===== src/rtl/acondicionar_botones.sv =====
// Button conditioning: synchronize, debounce, optional hold-to-repeat, and
// serialize press events into single-cycle move pulses in fixed priority order.
module acondicionar_botones #(
  parameter int DEBOUNCE_CYCLES = 16,
  parameter int REPEAT_CYCLES   = 0
) (
  input  logic       clk,
  input  logic       reset,
  input  logic       btn_arriba,
  input  logic       btn_abajo,
  input  logic       btn_derecha,
  input  logic       btn_izquierda,
  output logic       arriba,
  output logic       abajo,
  output logic       derecha,
  output logic       izquierda,
  output logic [3:0] nivel
);

  localparam int CW = $clog2(DEBOUNCE_CYCLES + 1);
  localparam int RW = (REPEAT_CYCLES < 2) ? 2 : $clog2(REPEAT_CYCLES + 1);
  localparam logic [CW-1:0] DEB_LAST = CW'(DEBOUNCE_CYCLES - 1);

  logic [3:0] raw;
  logic [3:0] level_vec;
  logic [3:0] rise_vec;
  logic [3:0] rep_vec;
  logic [3:0] pending_q, pending_d;
  logic [3:0] pulse_q, pulse_d;

  assign raw = {btn_arriba, btn_abajo, btn_derecha, btn_izquierda};

  for (genvar gi = 0; gi < 4; gi++) begin : g_btn
    logic          sync1_q, sync2_q;
    logic          level_q, level_d;
    logic [CW-1:0] cnt_q, cnt_d;

    // Level flips on the edge where the mismatch count would reach DEBOUNCE_CYCLES.
    always_comb begin
      level_d = level_q;
      cnt_d   = '0;
      if (sync2_q != level_q) begin
        if (cnt_q == DEB_LAST) begin
          level_d = ~level_q;
        end else begin
          cnt_d = cnt_q + 1'b1;
        end
      end
    end

    always_ff @(posedge clk or negedge reset) begin
      if (!reset) begin
        sync1_q <= 1'b0;
        sync2_q <= 1'b0;
        level_q <= 1'b0;
        cnt_q   <= '0;
      end else begin
        sync1_q <= raw[gi];
        sync2_q <= sync1_q;
        level_q <= level_d;
        cnt_q   <= cnt_d;
      end
    end

    assign level_vec[gi] = level_q;
    assign rise_vec[gi]  = level_d & ~level_q;

    if (REPEAT_CYCLES != 0) begin : g_rep
      localparam logic [RW-1:0] REP_LAST = RW'(REPEAT_CYCLES - 1);
      logic [RW-1:0] rep_q, rep_d;
      logic          hit;

      // Counting only while the level stays high keeps a release edge from firing a repeat.
      always_comb begin
        rep_d = '0;
        hit   = 1'b0;
        if (level_q && level_d) begin
          if (rep_q == REP_LAST) begin
            hit = 1'b1;
          end else begin
            rep_d = rep_q + 1'b1;
          end
        end
      end

      always_ff @(posedge clk or negedge reset) begin
        if (!reset) begin
          rep_q <= '0;
        end else begin
          rep_q <= rep_d;
        end
      end

      assign rep_vec[gi] = hit;
    end else begin : g_norep
      assign rep_vec[gi] = 1'b0;
    end
  end

  always_comb begin
    pulse_d = 4'b0000;
    if (pending_q[3]) begin
      pulse_d = 4'b1000;
    end else if (pending_q[2]) begin
      pulse_d = 4'b0100;
    end else if (pending_q[1]) begin
      pulse_d = 4'b0010;
    end else if (pending_q[0]) begin
      pulse_d = 4'b0001;
    end
    // New events are OR'd in after the grant clear, so a same-edge set survives.
    pending_d = (pending_q & ~pulse_d) | rise_vec | rep_vec;
  end

  always_ff @(posedge clk or negedge reset) begin
    if (!reset) begin
      pending_q <= 4'b0000;
      pulse_q   <= 4'b0000;
    end else begin
      pending_q <= pending_d;
      pulse_q   <= pulse_d;
    end
  end

  assign {arriba, abajo, derecha, izquierda} = pulse_q;
  assign nivel = level_vec;

endmodule


===== config.mk =====
export PLATFORM = sky130hd
export DESIGN_NAME = acondicionar_botones
export DESIGN_NICKNAME = d
export VERILOG_FILES = /design/src/rtl/acondicionar_botones.sv
export SDC_FILE = /design/constraint.sdc
export NUM_CORES = 1
export LEC_CHECK = 0
export CORE_ASPECT_RATIO = 0.8
export CORE_MARGIN = 2
export CORE_UTILIZATION = 25
export CTS_BUF_LIST = sky130_fd_sc_hd__clkbuf_4
export DETAILED_ROUTE_END_ITERATION = 7
export PLACE_DENSITY = 0.43
export SYNTH_ARGS = -nofsm -noshare
export SYNTH_HDL_FRONTEND = slang
export SYNTH_SLANG_ARGS = --single-unit

===== constraint.sdc =====
create_clock -name clk -period 2.8 [get_ports clk]
set_input_delay 0.56 -clock clk [delete_from_list [all_inputs] [get_ports clk]]
set_output_delay 0.56 -clock clk [all_outputs]
set_load 0.01 [all_outputs]

== After elaboration in Yosys (flattened, before gate mapping) ==
Index checks and enable logic that the tools add are counted.

* Logic and storage cells: 61
* Register bits: 40
* Input bits: 6
* Output and inout bits: 8

* Eq/ne operators: 8
* Mux-type cells: 20
* Add/sub/neg operators: 4
* Bitwise gates (word level): 11

{| class="wikitable"
|+ Operators with widths
! cell !! count
|-
| two-way mux 5 bit || 8
|-
| adder 5 x 1 -> 5 bit (second input constant) || 4
|-
| == test 5 x 4 -> 1 bit (second input constant) || 4
|-
| two-way mux 1 bit || 9
|-
| bitwise AND 1 bit || 4
|-
| bitwise AND 4 bit || 1
|-
| two-way mux 4 bit || 1
|-
| != test 1 bit || 4
|-
| NOT 1 bit || 4
|-
| NOT 4 bit || 1
|-
| bitwise OR 4 bit || 1
|-
| two-way mux 3 bit || 1
|-
| two-way mux 2 bit || 1
|}

== Logic depth before layout (Yosys ltp) ==
* Depth in word-level cells: 7
* Mapped depth: 4
* Mapped depth without buffers: 4

== Worst setup path before layout ==
No wires, ideal clock.

* Kind: flip-flop to flip-flop
* Start: register g_btn[3].cnt_q[0]
* End: register g_btn[3].level_q
* Cell stages (with the launch flop): 5
* Arrival time: 1065 ps
* Clock period less this slack: 1192 ps
* Path slack: 1608 ps
* Library setup time: 127 ps
* Buffers on the path: 0
* Data required time: 2673 ps
* Cell sequence: dfrtp_1 > ha_1 > nand3_2 > nor2_1 > mux2_1

* Word-level cells in the longest chain between the ends: 3

{| class="wikitable"
|+ Ends and longest elaborated chain
! element !! line !! RTL
|-
| start, declared || 36 || <nowiki>logic [CW-1:0] cnt_q, cnt_d;</nowiki>
|-
| start signal, assigned || 61 || <nowiki>cnt_q <= cnt_d;</nowiki>
|-
| == test 5 x 4 -> 1 bit || 43 || <nowiki>if (cnt_q == DEB_LAST) begin</nowiki>
|-
| two-way mux 1 bit || 43 ||
|-
| two-way mux 1 bit || 42 || <nowiki>if (sync2_q != level_q) begin</nowiki>
|-
| named net g_btn[3].level_d || 35 || <nowiki>logic level_q, level_d;</nowiki>
|-
| end signal, assigned || 60 || <nowiki>level_q <= level_d;</nowiki>
|-
| end, declared || 35 ||
|}

The timed path passes the listed nets, and every way through them passes these cells.

== Worst setup path in the final report ==
* Start: register g_btn[0].level_q
* End: output port nivel[0]

{| class="wikitable"
|+ RTL lines
! element !! line !! RTL
|-
| start, declared || 35 ||
|-
| start signal, assigned || 60 ||
|-
| end, declared || 17 || <nowiki>output logic [3:0] nivel</nowiki>
|}

No word-level cell between the ends.

==> results.md <==
* Status: finished, final reports clean
* Share of layout cells above drive strength 1 at 13.5%
* Worst path required time at 2240 ps
* Post-Route WL at 2300 µm
* Crit Reg-Reg Endpoint: g_btn[3].level_q
* Root Driver: clkbuf_4
* Worst hold-check path type: input port to async pin
* Detailed Place HPWL at 1610 µm
* Tcrit/Tclk final at 66.7%
* Boundary Pins at 14
* Initial antenna violation count at 0
* First-pass GRT wire length at 4250 µm
* Die height at 73.9 µm
* Cts bufs inserted at 5
* Leak at 0.000869 µW
* FP Rows at 25
* Setup TNS at 0 ps
* Final worst path period need at 1870 ps
* Routed Antenna Nets at 0
* Worst Setup Path Type: flop to output port
* Drt drc at 0
* GR Overflow Total at 0
* Ant. Diodes at 0
* Post-Syn Area at 0.00153 mm²
* Register clock-pin slew on the reported worst setup and hold paths at 120 ps
* Worst reg2reg path depth at 4
* CTS tree: yes
* WL/cell at 10.7 µm
* Die Area at 0.00675 mm²
* Clock Latency Late Sink at 340 ps
* Fin Hold WS at 315 ps
* DR vias at 878
* Nets at 142
* Syn_area_per_cell at 13.2 µm²
* Crit path capture type: output port
* VDD IR-drop max at 0.250 mV
* Die Wd at 91.4 µm
* Slew Viols, Final at 0
* Fill cells at 598
* Clock tree buffer depth at 2
* Most frequent cells in the layout: dfrtp_1, xor2_1, nor2_1, clkdlybuf4s50_1
* Crit-path cells: clkdlybuf4s50_1
* Final Skew at 12.2 ps
* Seq/Total Area, Yosys at 65.6%
* R2R Setup Slk at 1520 ps
* Rel. slew slack at 43.1%
* GRT Total Usage at 8.47%
* Syn nets at 126
* Worst path max stage delay at 550 ps
* Fmax at 0.535 GHz
* Starting Density at 25.8%
* Crit Reg-Reg Startpoint: g_btn[3].cnt_q[0]
* CTS H-tree lvls at 2
* Port Buffers at 13
* Synth Warn # at 0
* Slowest stage cell, crit path: clkdlybuf4s50_1
* Final Setup Violations at 0
* Drt first-iter violations at 24
* Crit start category: flop
* Top delay family on crit path: buffers and inverters
* Core area at 0.00591 mm²
* Worst Path Buf+Inv at 1
* Max_cap viols at 0
* #FFs+latches synth at 40
* RSZ-0062 raised after global routing: false
* Number of global-route vias before repair at 956
* Worst-Margin Slew at 854 ps
* Routed vias/inst at 4.10
* Sink Count at 40
* Syn Inst Count at 116
* Commonest non-fill, non-tap cell in the layout: dfrtp_1
* First-pass DRT Iterations at 4
* Gpl congestion at 0.692
* Largest net degree at the start of global routing at 41
* Cell Pwr Density at 534 mW/mm²
* CP Max Fanout at 4
* Post-CTS setup buffers at 0
* Library cells used by synthesis at 25
* Cells resized by post-CTS repair at 0
* Hold_buf cts at 0
* WP data arrival at 1310 ps
* Area grow syn2layout at 16.6%
* Final Hold Fails at 0
registers in the layout, indices dropped and copies added (netlist names):
signal and cells:
g_btn.cnt_q 20, g_btn.level_q 4, g_btn.sync1_q 4, g_btn.sync2_q 4, pending_q 4, pulse_q 4
per-stage QoR:
step	cell area, µm²	util (%)	std cells	power (µW)	setup slack, ps
floorplan	1530	-	116	647	1610
global placement	1720	29.1	206	670	1300
detailed placement	1720	29.1	206	673	1300
CTS	1780	30.1	214	970	902
global route	1780	30.1	214	1010	835
finish	1780	30.1	214	951	932
layer usage:
metal | track usage [%] | up-vias | routed length [µm]
met5 | 0 | - | 0
met4 | 4.04 | 0 | 48
met3 | 4.10 | 5 | 117
met2 | 14.3 | 16 | 1120
met1 | 9.05 | 441 | 1010
li1 | - | 416 | -
synthesized netlist by cell type:
library cell,number,area (µm²)
ha_1,4,50.1
mux2_2,1,11.3
and2_1,3,18.8
nand3_2,3,30.0
nand3_1,5,25.0
o21ai_2,1,8.76
nor2_1,12,45.0
a32o_1,1,10.0
o21ai_0,3,15.0
o41ai_1,2,17.5
nor2_2,2,12.5
nor2b_1,1,6.26
and2_2,1,7.51
xor2_1,12,105
buf_4,4,30.0
and3_2,1,7.51
nor4b_1,1,8.76
o31ai_1,3,22.5
mux2_1,1,11.3
nor4b_2,1,15.0
and3_1,3,18.8
o21ai_1,3,15.0
nor3b_1,1,7.51
dfrtp_1,40,1000
inv_1,7,26.3
worst max path at each step:
stage / from / end / slack [ps] / cells after the start
global route: g_btn[3].level_q / nivel[3] / 840 / 1
global placement: g_btn[3].level_q / nivel[3] / 1300 / 1
floorplan: g_btn[3].cnt_q[0] / g_btn[3].level_q / 1610 / 4
finish: g_btn[0].level_q / nivel[0] / 930 / 1
detailed placement: g_btn[3].level_q / nivel[3] / 1300 / 1
CTS: g_btn[0].level_q / nivel[0] / 900 / 1
cell type report:
| class | instances | area, µm² | share of cell area [%] |
|---|---|---|---|
| Sequential cell | 40 | 1000 | 56.3 |
| Multi-Input combinational cell | 65 | 469 | 26.4 |
| Timing Repair Buffer | 13 | 125 | 7.03 |
| Tap cell | 81 | 101 | 5.70 |
| Clock buffer | 7 | 52.6 | 2.95 |
| Inverter | 7 | 26.3 | 1.48 |
| Clock inverter | 1 | 3.75 | 0.211 |
power by group:
part	total (µW)	switching [µW]	internal (µW)
registers	611	13.7	597
clock network	291	175	116
logic	48.3	27.8	20.5
cells by family after synthesis:
kind of cell             share of synthesized area, %
multiplexers                                     1.48
buffers and inverters                            3.69
flip-flops                                       65.6
AO/OA/AOI/OAI                                    5.82
XOR/XNOR                                         6.89
AND/OR/NAND/NOR                                  13.3
adder cells (fa/ha/maj)                          3.28
(Power assumes the default switching activity.)
